===== src/rtl/pixel_array_sequencer.sv =====
// pixel_array_sequencer: frame sequencer for the 2x2 pixel array (erase, expose, ramp convert, row readout)
module pixel_array_sequencer #(
  parameter int ERASE_CYCLES = 5,
  parameter int READ_CYCLES  = 2,
  parameter int COUNT_W      = 8,
  parameter int COUNT_MAX    = 255
) (
  input  logic               clk,
  input  logic               reset,
  input  logic               start,
  input  logic               abort,
  input  logic [7:0]         expose_time,
  output logic               pixel_erase,
  output logic               mem_reset,
  output logic               pixel_expose,
  output logic [1:0]         mem_read,
  output logic               bias_en,
  output logic               ramp_en,
  output logic               cnt_drive_en,
  output logic [COUNT_W-1:0] cnt_data,
  output logic               sample_valid,
  output logic               row_idx,
  output logic               busy,
  output logic               done
);
  localparam int A  = ERASE_CYCLES > 2 * READ_CYCLES ? ERASE_CYCLES : 2 * READ_CYCLES;
  localparam int B  = COUNT_MAX + 1 > 256 ? COUNT_MAX + 1 : 256;
  localparam int M  = A > B ? A : B;
  localparam int CW = $clog2(M) + 1;
  localparam int TW = CW > COUNT_W ? CW : COUNT_W + 1;

  typedef enum logic [2:0] {IDLE, ERASE, EXPOSE, CONVERT, READ, DONE} state_t;

  state_t        state, state_n;
  logic [TW-1:0] cnt, cnt_n, cnt_inc;
  logic [7:0]    exp_len;
  logic          last;
  logic          row2;

  assign cnt_inc = cnt + 1'b1;
  assign row2    = cnt_n >= TW'(READ_CYCLES);

  // next state: each phase ends when its cycle counter reaches its length; abort always wins
  always_comb begin
    last    = 1'b0;
    state_n = state;
    case (state)
      IDLE: begin
        last    = start;
        state_n = start ? ERASE : IDLE;
      end
      ERASE: begin
        last    = cnt_inc == TW'(ERASE_CYCLES);
        state_n = last ? EXPOSE : ERASE;
      end
      EXPOSE: begin
        last    = cnt_inc == TW'(exp_len);
        state_n = last ? CONVERT : EXPOSE;
      end
      CONVERT: begin
        last    = cnt == TW'(COUNT_MAX);
        state_n = last ? READ : CONVERT;
      end
      READ: begin
        last    = cnt_inc == TW'(2 * READ_CYCLES);
        state_n = last ? DONE : READ;
      end
      default: begin
        last    = 1'b1;
        state_n = IDLE;
      end
    endcase
    if (abort) state_n = IDLE;
    cnt_n = (last || abort || state == IDLE) ? '0 : cnt_inc;
  end

  // state and phase counter
  always_ff @(posedge clk or negedge reset) begin
    if (!reset) begin
      state <= IDLE;
      cnt   <= '0;
    end else begin
      state <= state_n;
      cnt   <= cnt_n;
    end
  end

  // exposure length latched on an accepted start; zero is stretched to one cycle
  always_ff @(posedge clk or negedge reset) begin
    if (!reset) exp_len <= '0;
    else if (state == IDLE && start && !abort) exp_len <= expose_time == 8'd0 ? 8'd1 : expose_time;
  end

  // outputs decoded from the upcoming state so they line up with it; one state drives the bus at a time
  always_ff @(posedge clk or negedge reset) begin
    if (!reset) begin
      pixel_erase  <= 1'b0;
      mem_reset    <= 1'b0;
      pixel_expose <= 1'b0;
      mem_read     <= 2'b00;
      bias_en      <= 1'b0;
      ramp_en      <= 1'b0;
      cnt_drive_en <= 1'b0;
      cnt_data     <= '0;
      sample_valid <= 1'b0;
      row_idx      <= 1'b0;
      busy         <= 1'b0;
      done         <= 1'b0;
    end else begin
      pixel_erase  <= state_n == ERASE;
      mem_reset    <= state_n == ERASE;
      pixel_expose <= state_n == EXPOSE;
      mem_read     <= state_n != READ ? 2'b00 : row2 ? 2'b01 : 2'b10;
      bias_en      <= state_n inside {ERASE, EXPOSE, CONVERT};
      ramp_en      <= state_n == CONVERT;
      cnt_drive_en <= state_n == CONVERT;
      cnt_data     <= state_n == CONVERT ? cnt_n[COUNT_W-1:0] : '0;
      sample_valid <= state_n == READ &&
                      (cnt_n == TW'(READ_CYCLES - 1) || cnt_n == TW'(2 * READ_CYCLES - 1));
      row_idx      <= state_n == READ && row2;
      busy         <= state_n != IDLE;
      done         <= state_n == DONE;
    end
  end
endmodule


===== config.mk =====
export PLATFORM = sky130hd
export DESIGN_NAME = pixel_array_sequencer
export DESIGN_NICKNAME = d
export VERILOG_FILES = /design/src/rtl/pixel_array_sequencer.sv
export SDC_FILE = /design/constraint.sdc
export NUM_CORES = 1
export LEC_CHECK = 0
export BUFFER_PORTS_ARGS = -buffer_cell sky130_fd_sc_hd__buf_2
export CAP_MARGIN = 10
export CORE_MARGIN = 3
export CORE_UTILIZATION = 58
export CTS_BUF_LIST = sky130_fd_sc_hd__clkbuf_2 sky130_fd_sc_hd__clkbuf_4 sky130_fd_sc_hd__clkbuf_8
export CTS_CLUSTER_DIAMETER = 120
export DETAILED_ROUTE_END_ITERATION = 12
export PLACE_DENSITY_LB_ADDON = 0.12
export SETUP_SLACK_MARGIN = 0.2
export SLEW_MARGIN = 20
export SYNTH_ARGS = -nofsm -noshare
export SYNTH_HDL_FRONTEND = slang
export SYNTH_SLANG_ARGS = --single-unit

===== constraint.sdc =====
create_clock -name clk -period 3.4 [get_ports clk]
set_input_delay 0.68 -clock clk [delete_from_list [all_inputs] [get_ports clk]]
set_output_delay 0.68 -clock clk [all_outputs]
set_load 0.1 [all_outputs]

==> reports/qor.txt <==
Outcome: finished, final reports clean
Pwr dens: 388.7 nW/µm²
Critical path's largest stage delay: 0.63 ns
Mapped Cells: 188
Final Net Count: 228
Total power: 859.4 µW
WL per Instance: 16.06 µm
Post-DP HPWL: 3064 µm
Number of global-route vias before repair: 1466
Largest net degree at the start of global routing: 38
Post-synthesis sequential area ratio: 44.74%
Clock tree sinks: 37
Skew final: 0.01295 ns
Drt pass-1 iters: 4
Post-synthesis instance area: 2069 µm²
Clock-pin slew of the registers on the worst-case setup and hold paths: 0.11 ns
Layout cells sized above 1: 28.17%
Post-CTS Setup Inserts: 0
Initial DRC count: 119
Chip width: 65.74 µm
Num rows: 21
Syn_nets: 204
Worst-path maximum fanout: 11
Most frequent cells in the layout: dfrtp_1 (37), buf_2 (31), nor2_1 (27), nand2_1 (11), nor3_1 (9)
Initial Util: 61.06%
PostCTS Resize Cnt: 0
Post-route ant nets: 0
Grt total ovfl: 0
Hold-fix buffers, CTS: 0
Initial antenna violation count: 0
Post-synth EDFFs: 0
Slew HR: 47.86%
Worst Setup End Kind: register
# diodes: 0
Port-buffer cells: 31
Root buffer cell: clkbuf_4
Hold Path Class: in -> async
Mean Syn Cell Area: 11.01 µm²
Synth warn: 0
Post-synth ARST share: 100.0%
DR vias/cell: 5.780
Layout area overhead: 6.832%
MaxCap Viol Count: 0
Clock tree from TritonCTS: yes
Worst hold margin: 0.4062 ns
Post-synth cell types: 57
Worst Path Required: 3.67 ns
H-tree levels: 2
Num CTS Buffers: 5
CP bufs+invs: 0
Slew Limit Fails: 0
Sum Neg Setup Slack: 0 ns
Total core area: 3390 µm²
Leakage: 1.068 nW
Arrival time worst endpoint: 3.26 ns
# DRC: 0
Worst-Skew Late Latency: 0.34 ns
# setup viols final: 0
Yosys reg bits: 37
CTS max path bufs: 2
Crit path cell chain: ha_1, and3_1, and3_1, ha_1, nand4bb_1, nor3_1, and4_1, nand4_1, and3_4, a211oi_2
Crit-path slowest cell: dfrtp_1
Period utilisation layout: 87.88%
Global-route wire length before repair: 7141 µm
Final hold violations: 0
GRT Total Usage: 22.67%
Tightest Pin Transition: 0.7821 ns
Crit Path Class: reg -> reg
VDD IR max: 236.3 µV
Ports: 32
DR vias: 1497
Commonest non-fill, non-tap cell in the layout: dfrtp_1
Top delay family on crit path: simple AND/OR/NAND/NOR gates
Fill cell count: 277
Unrepaired setup endpoints after global routing: no
Routed WL: 4159 µm
Fmax achieved: 334.7 MHz
Die Area: 4321 µm²
Height of the die: 65.74 µm
CP Launch Type: register
Placer congestion estimate: 0.9121
Min cycle time layout: 2.988 ns
Ys flop type: dfrtp_1
layer usage:
layer / part of all wire (%) / wire [µm] / track usage (%) / vias up
li1: - / - / - / 712
met1: 43 / 1778 / 30.15 / 730
met2: 49 / 2043 / 34.17 / 47
met3: 6.0 / 251 / 5.470 / 8
met4: 2.0 / 85 / 11.92 / 0
met5: 0 / 0 / 0 / -
report_power, final:
group          internal [mW]  switching, mW
combinational         0.0635         0.0824
sequential             0.464         0.0228
clock                 0.0867          0.140
total                  0.614          0.245
sequential cells by signal (all words and copies together), names as in the netlist:
register      cells
bias_en           1
busy              1
cnt               9
cnt_data          8
done              1
exp_len           8
mem_read          1
mem_reset         1
pixel_expose      1
ramp_en           1
row_idx           1
sample_valid      1
state             3
worst paths after layout:
| path | cells after the start | startpoint | slack (ns) | endpoint |
|---|---|---|---|---|
| max | 10 | cnt[0] | 0.41 | state[0] |
| min | 1 | reset | 0.41 | cnt_data[5] |
| max reg2reg | 10 | cnt[0] | 0.41 | state[0] |
| min reg2reg | 2 | exp_len[0] | 0.53 | exp_len[0] |
| max in group asynchronous | 1 | reset | 2.50 | state[2] |
| min in group clk | 2 | exp_len[0] | 0.53 | exp_len[0] |
area by class of cell:
| class | instances | area, µm² | share of cell area [%] |
|---|---|---|---|
| flip-flops and latches | 37 | 925.9 | 41.88 |
| well taps | 46 | 57.56 | 2.603 |
| repair buffers | 31 | 155.1 | 7.018 |
| multi-input cells | 129 | 987.2 | 44.65 |
| clock inverters | 2 | 10.01 | 0.4527 |
| clock buffers | 6 | 45.04 | 2.037 |
| inverters | 8 | 30.03 | 1.358 |
logic make-up (layout without fill, tap and decap cells):
logic type                 after synthesis  after routing  share of synthesized area (%)
and+or+nand+nor                         76             76                          22.01
DFF                                     37             37                          44.74
AOI/OAI and AO/OA                       26             26                          9.795
buffers and inverters                   22             47                          7.557
xor gates and xnor gates                16             16                          9.673
muxes                                    7              7                          3.809
adders and majority gates                4              4                          2.418
synthesized netlist by cell type (4+ instances only):
library cell	instances	area, µm²
and3_1	4	25.02
xnor2_1	8	70.07
buf_4	4	30.03
nand2_1	11	41.29
dfrtp_1	37	925.9
mux2_2	7	78.83
nor2_1	27	101.4
a31oi_1	4	25.02
inv_1	8	30.03
xor2_1	4	35.03
nor3_1	9	45.04
ha_1	4	50.05
stage by stage:
step	instance area, µm²	util (%)	std cells	setup slack, ns
global route	2211	65.23	259	0.2234
CTS	2211	65.23	259	0.4459
detailed placement	2156	63.60	251	0.4667
finish	2211	65.23	259	0.4122
floorplan	2069	-	188	0.6912
global placement	2156	63.60	251	0.5783
No activity file was read; power rests on OpenSTA's default activity.
